===== config.mk =====
export PLATFORM = sky130hd
export DESIGN_NAME = sr_drive_ctrl
export DESIGN_NICKNAME = d
export VERILOG_FILES = /design/src/rtl/sr_drive_ctrl.sv
export SDC_FILE = /design/constraint.sdc
export NUM_CORES = 1
export LEC_CHECK = 0
export CORE_ASPECT_RATIO = 1.1
export CORE_MARGIN = 2
export CORE_UTILIZATION = 32
export DETAILED_ROUTE_END_ITERATION = 7
export PLACE_DENSITY_LB_ADDON = 0.1
export SKIP_CTS_REPAIR_TIMING = 1
export SYNTH_ARGS = -nofsm -noshare
export SYNTH_HDL_FRONTEND = slang
export SYNTH_SLANG_ARGS = --single-unit

===== constraint.sdc =====
create_clock -name clk -period 2.6 [get_ports clk]
set_clock_uncertainty 0.05 [all_clocks]
set_input_delay 0.52 -clock clk [delete_from_list [all_inputs] [get_ports clk]]
set_output_delay 0.52 -clock clk [all_outputs]
set_load 0.02 [all_outputs]

===== src/rtl/sr_drive_ctrl.sv =====
// Purpose: turns one-cycle set/clear/toggle requests into a clean s or r pulse followed by a guard gap, then checks q feedback.
// Latency: a request sampled at edge N drives s/r during cycle N+1; a pended request launches on the edge after the gap ends.
// Backpressure: there is no ready signal; one request is buffered while busy, and any further request is dropped with drop_err.
module sr_drive_ctrl #(
    parameter int PULSE_CYC = 1,
    parameter int GAP_CYC   = 1
) (
    input  logic clk,
    input  logic rst,
    input  logic set_req,
    input  logic clr_req,
    input  logic tog_req,
    input  logic q_fb,
    output logic s,
    output logic r,
    output logic busy,
    output logic done,
    output logic verify_err,
    output logic conflict_err,
    output logic drop_err
);

    localparam int MAX_CYC = (PULSE_CYC > GAP_CYC) ? PULSE_CYC : GAP_CYC;
    localparam int CW      = $clog2(MAX_CYC + 1);

    localparam logic [CW-1:0] PULSE_LAST = CW'(PULSE_CYC - 1);
    localparam logic [CW-1:0] GAP_LAST   = CW'(GAP_CYC - 1);
    localparam logic [CW-1:0] CNT_MAX    = CW'(MAX_CYC);

    typedef enum logic [1:0] {
        IDLE  = 2'd0,
        DRIVE = 2'd1,
        GAP   = 2'd2
    } state_t;

    typedef enum logic [1:0] {
        OP_SET = 2'd0,
        OP_CLR = 2'd1,
        OP_TOG = 2'd2
    } op_t;

    state_t        state, state_n;
    logic [CW-1:0] cnt, cnt_n;
    logic          tgt, tgt_n;
    logic          pend_vld, pend_vld_n;
    op_t           pend_op, pend_op_n;

    logic s_n, r_n, busy_n, done_n, verify_n, conflict_n, drop_n;

    logic [1:0] req_cnt;
    logic       req_vld;
    logic       req_conf;
    op_t        req_op;

    logic       launch;
    op_t        launch_op;
    logic       launch_tgt;
    logic       direct_take;

    always_comb begin
        req_cnt  = 2'(set_req) + 2'(clr_req) + 2'(tog_req);
        req_vld  = (req_cnt == 2'd1);
        req_conf = (req_cnt >= 2'd2);
        if (set_req)      req_op = OP_SET;
        else if (clr_req) req_op = OP_CLR;
        else              req_op = OP_TOG;
    end

    always_comb begin
        state_n    = state;
        cnt_n      = cnt;
        tgt_n      = tgt;
        pend_vld_n = pend_vld;
        pend_op_n  = pend_op;
        s_n        = 1'b0;
        r_n        = 1'b0;
        done_n     = 1'b0;
        verify_n   = 1'b0;
        drop_n     = 1'b0;
        launch     = 1'b0;
        launch_op  = req_op;
        launch_tgt = 1'b0;
        direct_take = 1'b0;

        case (state)
            IDLE: begin
                // The pending slot wins over a fresh request arriving on the same edge.
                if (pend_vld) begin
                    launch     = 1'b1;
                    launch_op  = pend_op;
                    pend_vld_n = 1'b0;
                end else if (req_vld) begin
                    launch      = 1'b1;
                    direct_take = 1'b1;
                end
            end
            DRIVE: begin
                s_n = tgt;
                r_n = ~tgt;
                if (cnt == PULSE_LAST) begin
                    state_n = GAP;
                    cnt_n   = '0;
                    s_n     = 1'b0;
                    r_n     = 1'b0;
                    done_n  = 1'b1;
                end else if (cnt != CNT_MAX) begin
                    cnt_n = cnt + CW'(1);
                end
            end
            GAP: begin
                if (cnt == '0) verify_n = (q_fb != tgt);
                if (cnt == GAP_LAST) begin
                    state_n = IDLE;
                    cnt_n   = '0;
                end else if (cnt != CNT_MAX) begin
                    cnt_n = cnt + CW'(1);
                end
            end
            default: begin
                state_n = IDLE;
                cnt_n   = '0;
            end
        endcase

        if (launch) begin
            case (launch_op)
                OP_SET:  launch_tgt = 1'b1;
                OP_CLR:  launch_tgt = 1'b0;
                default: launch_tgt = ~q_fb;
            endcase
            state_n = DRIVE;
            cnt_n   = '0;
            tgt_n   = launch_tgt;
            s_n     = launch_tgt;
            r_n     = ~launch_tgt;
        end

        if (req_vld && !direct_take) begin
            if (!pend_vld_n) begin
                pend_vld_n = 1'b1;
                pend_op_n  = req_op;
            end else begin
                drop_n = 1'b1;
            end
        end

        // Masking with the current output keeps every flag a strict one-cycle pulse.
        done_n     = done_n   & ~done;
        verify_n   = verify_n & ~verify_err;
        drop_n     = drop_n   & ~drop_err;
        conflict_n = req_conf & ~conflict_err;
        busy_n     = (state_n != IDLE) || pend_vld_n;
    end

    always_ff @(posedge clk) begin
        if (rst) begin
            state        <= IDLE;
            cnt          <= '0;
            tgt          <= 1'b0;
            pend_vld     <= 1'b0;
            pend_op      <= OP_SET;
            s            <= 1'b0;
            r            <= 1'b0;
            busy         <= 1'b0;
            done         <= 1'b0;
            verify_err   <= 1'b0;
            conflict_err <= 1'b0;
            drop_err     <= 1'b0;
        end else begin
            state        <= state_n;
            cnt          <= cnt_n;
            tgt          <= tgt_n;
            pend_vld     <= pend_vld_n;
            pend_op      <= pend_op_n;
            s            <= s_n;
            r            <= r_n;
            busy         <= busy_n;
            done         <= done_n;
            verify_err   <= verify_n;
            conflict_err <= conflict_n;
            drop_err     <= drop_n;
        end
    end

endmodule


==> results_dict.tcl, run 1 <==
set metrics [dict create \
    outcome "finished clean" \
    pwr_density_cell_mw_per_mm2 660 \
    slew_violations 0 \
    routed-via-count 528 \
    worst_setup_path_end_kind "register" \
    synth_nets 79 \
    synth.avg_cell_area_um2 10.3 \
    cts_buffer_depth 2 \
    final_common_cell "dfxtp_1" \
    die_w_um 48.3 \
    synth.distinct_cells 34 \
    synth-seq-cells 14 \
    whs_ps 374 \
    core_area_mm2 0.00202 \
    antenna_found_initial 0 \
    initial_core_util_pct 34.2 \
    clkTransAtPathRegs_ps 80 \
    first_iter_violations 1 \
    drc 0 \
    instances_no_fill 112 \
    overflow 0 \
    grt_first_pass_wirelength_um 2140 \
    synthCells 67 \
    vdd_ir_drop_max_mv 0.396 \
    die_h_um 52.7 \
    slowest_delay_ps 540 \
    place_ws_ps 121 \
    diodes 0 \
    yosys_warnings 0 \
    place_hpwl_um 929 \
    wire_per_inst_um 10.8 \
    cp_max_fo 6 \
    min_period_ps 2190 \
    syn_area_um2 691 \
    worst_slew_pin_slew_ps 549 \
    clockPowerShare_pct 25.7 \
    crit_path_top_delay_cell "fa_1" \
    ant_nets 0 \
    finalCritPeriodShare_pct 84.1 \
    p_int_uw 411 \
    yosysSeqAreaShare_pct 40.6 \
    numCtsBuffers 3 \
    fp.dieArea_mm2 0.00255 \
    vias_per_cell 4.71 \
    drive_gt1_share_pct 19.0 \
    io_buffers 12 \
    max_cap_violations 0 \
    max_freq_mhz 457 \
    switchingPower_uw 178 \
    hold_viol_final 0 \
    clock_latency_ps 270 \
    setup_viol 0 \
    synthToLayoutAreaGrowth_pct 29.3 \
    path_cells "clkdlybuf4s50_1, fa_1, nor2b_4, o21a_2, nor4_2, or3_1" \
    fin_ws_ps 413 \
    place_inst 108 \
    cts-root-buf "clkbuf_4" \
    gp_congestion 0.664 \
    rsz0062_at_grt "no" \
    firstDrtPassIters 4 \
    num_io_pins 13 \
    seqPwrFrac_pct 43.3 \
    num_rows 17 \
    fin_tns_setup_ps 0 \
    leakagePower_uw 0.000329 \
    track_usage_pct 12.0 \
    grt_max_degree 15 \
    grt_pass1_vias 485 \
    slew_headroom_pct 63.3 \
    critPathKind "in -> reg" \
    cp.required_ps 2710 \
    final_nets 97 \
    cts_max_level 1 \
    hold_path_class "reg -> reg" \
    p_comb_share_pct 31.0 \
    crit_path_start_kind "input pin" \
    final_cell_mix "14 x dfxtp_1, 12 x clkdlybuf4s50_1, 7 x nor2_1" \
    clock_sinks 14 \
    crit_arrival_ps 2300 \
    cts_tree "built" \
    drt_wl_total_um 1210 \
    p_sw_share_pct 30.2 \
]
-- critical path: cells and delay by family --
| kind | cells | cell delay (ps) |
|---|---|---|
| AO/OA/AOI/OAI | 1 | 200 |
| AND/OR/NAND/NOR | 3 | 590 |
| buffers and inverters | 1 | 440 |
| adder cells (fa/ha/maj) | 1 | 540 |
-- cell usage after synthesis (all sizes together) --
cell type  count  area, um^2
dfxtp         14         280
nor2           7        26.3
ha             5        62.6
inv            4        15.0
nand2b         4        25.0
o21ai          4        27.5
a21oi          3        15.0
nand2          2        7.51
nor4           2        18.8
o21a           2        16.3
a211oi         1        7.51
a221oi         1        15.0
a2bb2oi        1        15.0
and2           1        8.76
and4           1        8.76
clkbuf         1        3.75
fa             1        20.0
mux2           1        11.3
mux2i          1        10.0
nand3b         1        7.51
nand4b         1        8.76
nor2b          1        13.8
nor3           1        5.00
nor3b          1        7.51
nor4b          1        8.76
o2bb2ai        1        8.76
o31ai          1        12.5
o32ai          1        8.76
or3            1        6.26
xnor2          1        8.76
-- power by group through the flow --
stage / Sequential (uW) / Combinational, uW / Clock, uW
final: 255 / 183 / 151
after global routing: 260 / 203 / 167
after CTS: 255 / 185 / 157
after detailed placement: 260 / 184 / 0
after global placement: 260 / 184 / 0
after floorplan: 273 / 111 / 0
-- path summary, 6_finish.rpt --
| kind | endpoint | slack, ps | startpoint | depth (start not counted) |
|---|---|---|---|---|
| worst min register to register | done | 370 | done | 1 |
| worst max-delay path | busy | 410 | set_req | 6 |
| worst min-delay path | done | 370 | done | 1 |
| worst max register to register | busy | 930 | state[1] | 6 |
-- layout make-up --
type	count	area (um^2)
clock buffer	4	36.3
fill	195	1130
inverter	4	15.0
tap	28	35.0
timing repair buffer	14	135
multi-input combinational	48	392
sequential	14	280
-- sequential cells by signal, summed over array words and instances (netlist names) --
| register | cells |
|---|---|
| cnt | 1 |
| drop_err | 1 |
| tgt | 1 |
| pend_vld | 1 |
| busy | 1 |
| done | 1 |
| state | 2 |
| s | 1 |
| pend_op | 2 |
| verify_err | 1 |
| r | 1 |
| conflict_err | 1 |
-- logic make-up after synthesis --
logic type               after synthesis  share of synthesized area (%)
adder cells (fa/ha/maj)                6                           12.0
buffers and inverters                  5                           2.72
flip-flops                            14                           40.6
multiplexers                           2                           3.08
AO/OA/AOI/OAI                         15                           18.3
AND/OR/NAND/NOR                       24                           22.1
XOR/XNOR                               1                           1.27
-- metal layers --
| metal | track usage [%] | vias up | wire length (um) |
|---|---|---|---|
| met5 | 0 | - | 0 |
| met4 | 5.41 | 0 | 14 |
| met3 | 3.10 | 2 | 49 |
| met2 | 17.1 | 10 | 521 |
| met1 | 16.5 | 242 | 625 |
| li1 | - | 274 | - |
-- stage by stage --
step / total power [uW] / util [%] / cell area (um^2)
2_1_floorplan: 385 / - / 691
4_1_cts: 597 / 44.2 / 893
3_5_place_dp: 444 / 42.4 / 857
5_1_grt: 629 / 44.2 / 893
6_report: 590 / 44.2 / 893
3_3_place_gp: 444 / 42.4 / 857
No activity file was read; power rests on OpenSTA's default activity.
==> run 2, diff against run 1 <==
clock period = 2.1 ns   (was 2.6 ns; I/O delays follow)
==> results_dict.tcl, run 2 (synthesis gave the netlist of run 1 again) <==
set metrics [dict create \
    firstDrtPassIters 4 \
    min_period_ps 2020 \
    grt_max_degree 10 \
    seq_area_um2 280 \
    path_delay_family "simple AND/OR/NAND/NOR gates" \
    cts_max_level 1 \
    r2r-start "state[0]" \
    leakagePower_uw 0.000343 \
    wire_per_inst_um 10.8 \
    cts-root-buf "clkbuf_4" \
    overflow 0 \
    setup_viol 0 \
    diodes 0 \
    hold_path_class "reg -> reg" \
    drc 0 \
    num_io_pins 13 \
    die_h_um 52.7 \
    design_area_um2 916 \
    instances_no_fill 115 \
    crit_start "set_req" \
    worstSetupEndpoint "busy" \
    synthToLayoutAreaGrowth_pct 32.6 \
    io_buffers 12 \
    gp_congestion 0.703 \
    clock_sinks 14 \
    outcome "finished clean" \
    crit_path_start_kind "input pin" \
    hold_viol_final 0 \
    dpl_cell_area_um2 880 \
    whs_ps 374 \
    first_iter_violations 5 \
    vdd_ir_drop_max_mv 0.399 \
    path_cells "clkdlybuf4s50_1, fa_1, nor2b_4, o21a_2, nor4_2, or3_1" \
    worst-path-buf-inv 1 \
    antenna_found_initial 0 \
    r2r_end "busy" \
    grt_pass1_vias 478 \
    ff2ff_path_depth 6 \
    worst_slew_pin_slew_ps 297 \
    fin_util_pct 45.3 \
    finalCritPeriodShare_pct 96.0 \
    routed-via-count 555 \
    core_area_mm2 0.00202 \
    die_w_um 48.3 \
    final_nets 100 \
    grt_first_pass_wirelength_um 2040 \
    numCtsBuffers 3 \
    drive_gt1_share_pct 21.8 \
    slew_violations 0 \
    crit_path_top_delay_cell "fa_1" \
    worst_setup_path_end_kind "register" \
    rrSetupSlack_ps 430 \
    fill_cells 211 \
    p_total_uw 751 \
    cts_tree "built" \
    initial_core_util_pct 34.2 \
    rsz0062_at_grt "no" \
    clock_latency_ps 280 \
    crit_arrival_ps 2140 \
    final_cell_mix "14 x dfxtp_1, 12 x clkdlybuf4s50_1, 7 x nor2_1" \
    cp.required_ps 2220 \
    max_freq_mhz 496 \
    drt_wl_total_um 1240 \
    cp_max_fo 6 \
    track_usage_pct 11.6 \
    multiInputGateArea_um2 392 \
    fp.dieArea_mm2 0.00255 \
    ant_nets 0 \
    max_cap_violations 0 \
    final_common_cell "dfxtp_1" \
    slew_headroom_pct 80.1 \
    critPathKind "in -> reg" \
    slowest_delay_ps 540 \
    num_rows 17 \
    place_hpwl_um 903 \
    pwr_density_cell_mw_per_mm2 820 \
    cp_num_cells 6 \
    place_inst 111 \
    reg_top3 "pend_op (2), state (2)" \
    cts_buffer_depth 2 \
    vias_per_cell 4.83 \
    clkTransAtPathRegs_ps 90 \
]
[run 2: area by class of cell]
type	count	area share, %
multi-input cells	48	42.8
clock buffers	4	3.96
well taps	28	3.83
flip-flops and latches	14	30.6
repair buffers	17	17.2
inverters	4	1.64
[run 2: power breakdown]
| group | total (uW) | leakage (uW) | switching [uW] | internal, uW |
|---|---|---|---|---|
| sequential | 316 | 0.000114 | 21.2 | 295 |
| combinational | 239 | 0.000208 | 119 | 120 |
| clock | 195 | 0.0000210 | 90.1 | 105 |
| total | 751 | 0.000343 | 230 | 520 |
[run 2: worst min path at each step]
stage	start	to	slack, ps	cells past startpoint
global route	done	done	400	1
detailed placement	conflict_err	conflict_err	370	1
global placement	conflict_err	conflict_err	360	1
floorplan	pend_op[0]	pend_op[0]	390	2
CTS	done	done	380	1
finish	done	done	370	1
[run 2: worst register-to-register path: cells and delay by family, from the launching register on]
family,cells,cell delay (ps)
fa+ha+maj,1,300
flops,1,400
buf+inv,1,100
compound gates,2,340
simple gates,2,350
[run 2: stage by stage]
step           setup WS [ps]  TNS (ps)
3_3_place_gp            -198      -857
6_report                84.5         0
3_5_place_dp            -222      -975
2_1_floorplan            297         0
5_1_grt                 3.87         0
4_1_cts                 78.3         0
[run 2: routing by layer]
metal	part of all wire, %	vias to the layer above	global-route usage [%]
li1	-	280	-
met1	49	261	15.8
met2	45	12	15.8
met3	4.7	2	3.10
met4	1.1	0	6.76
met5	0	-	0
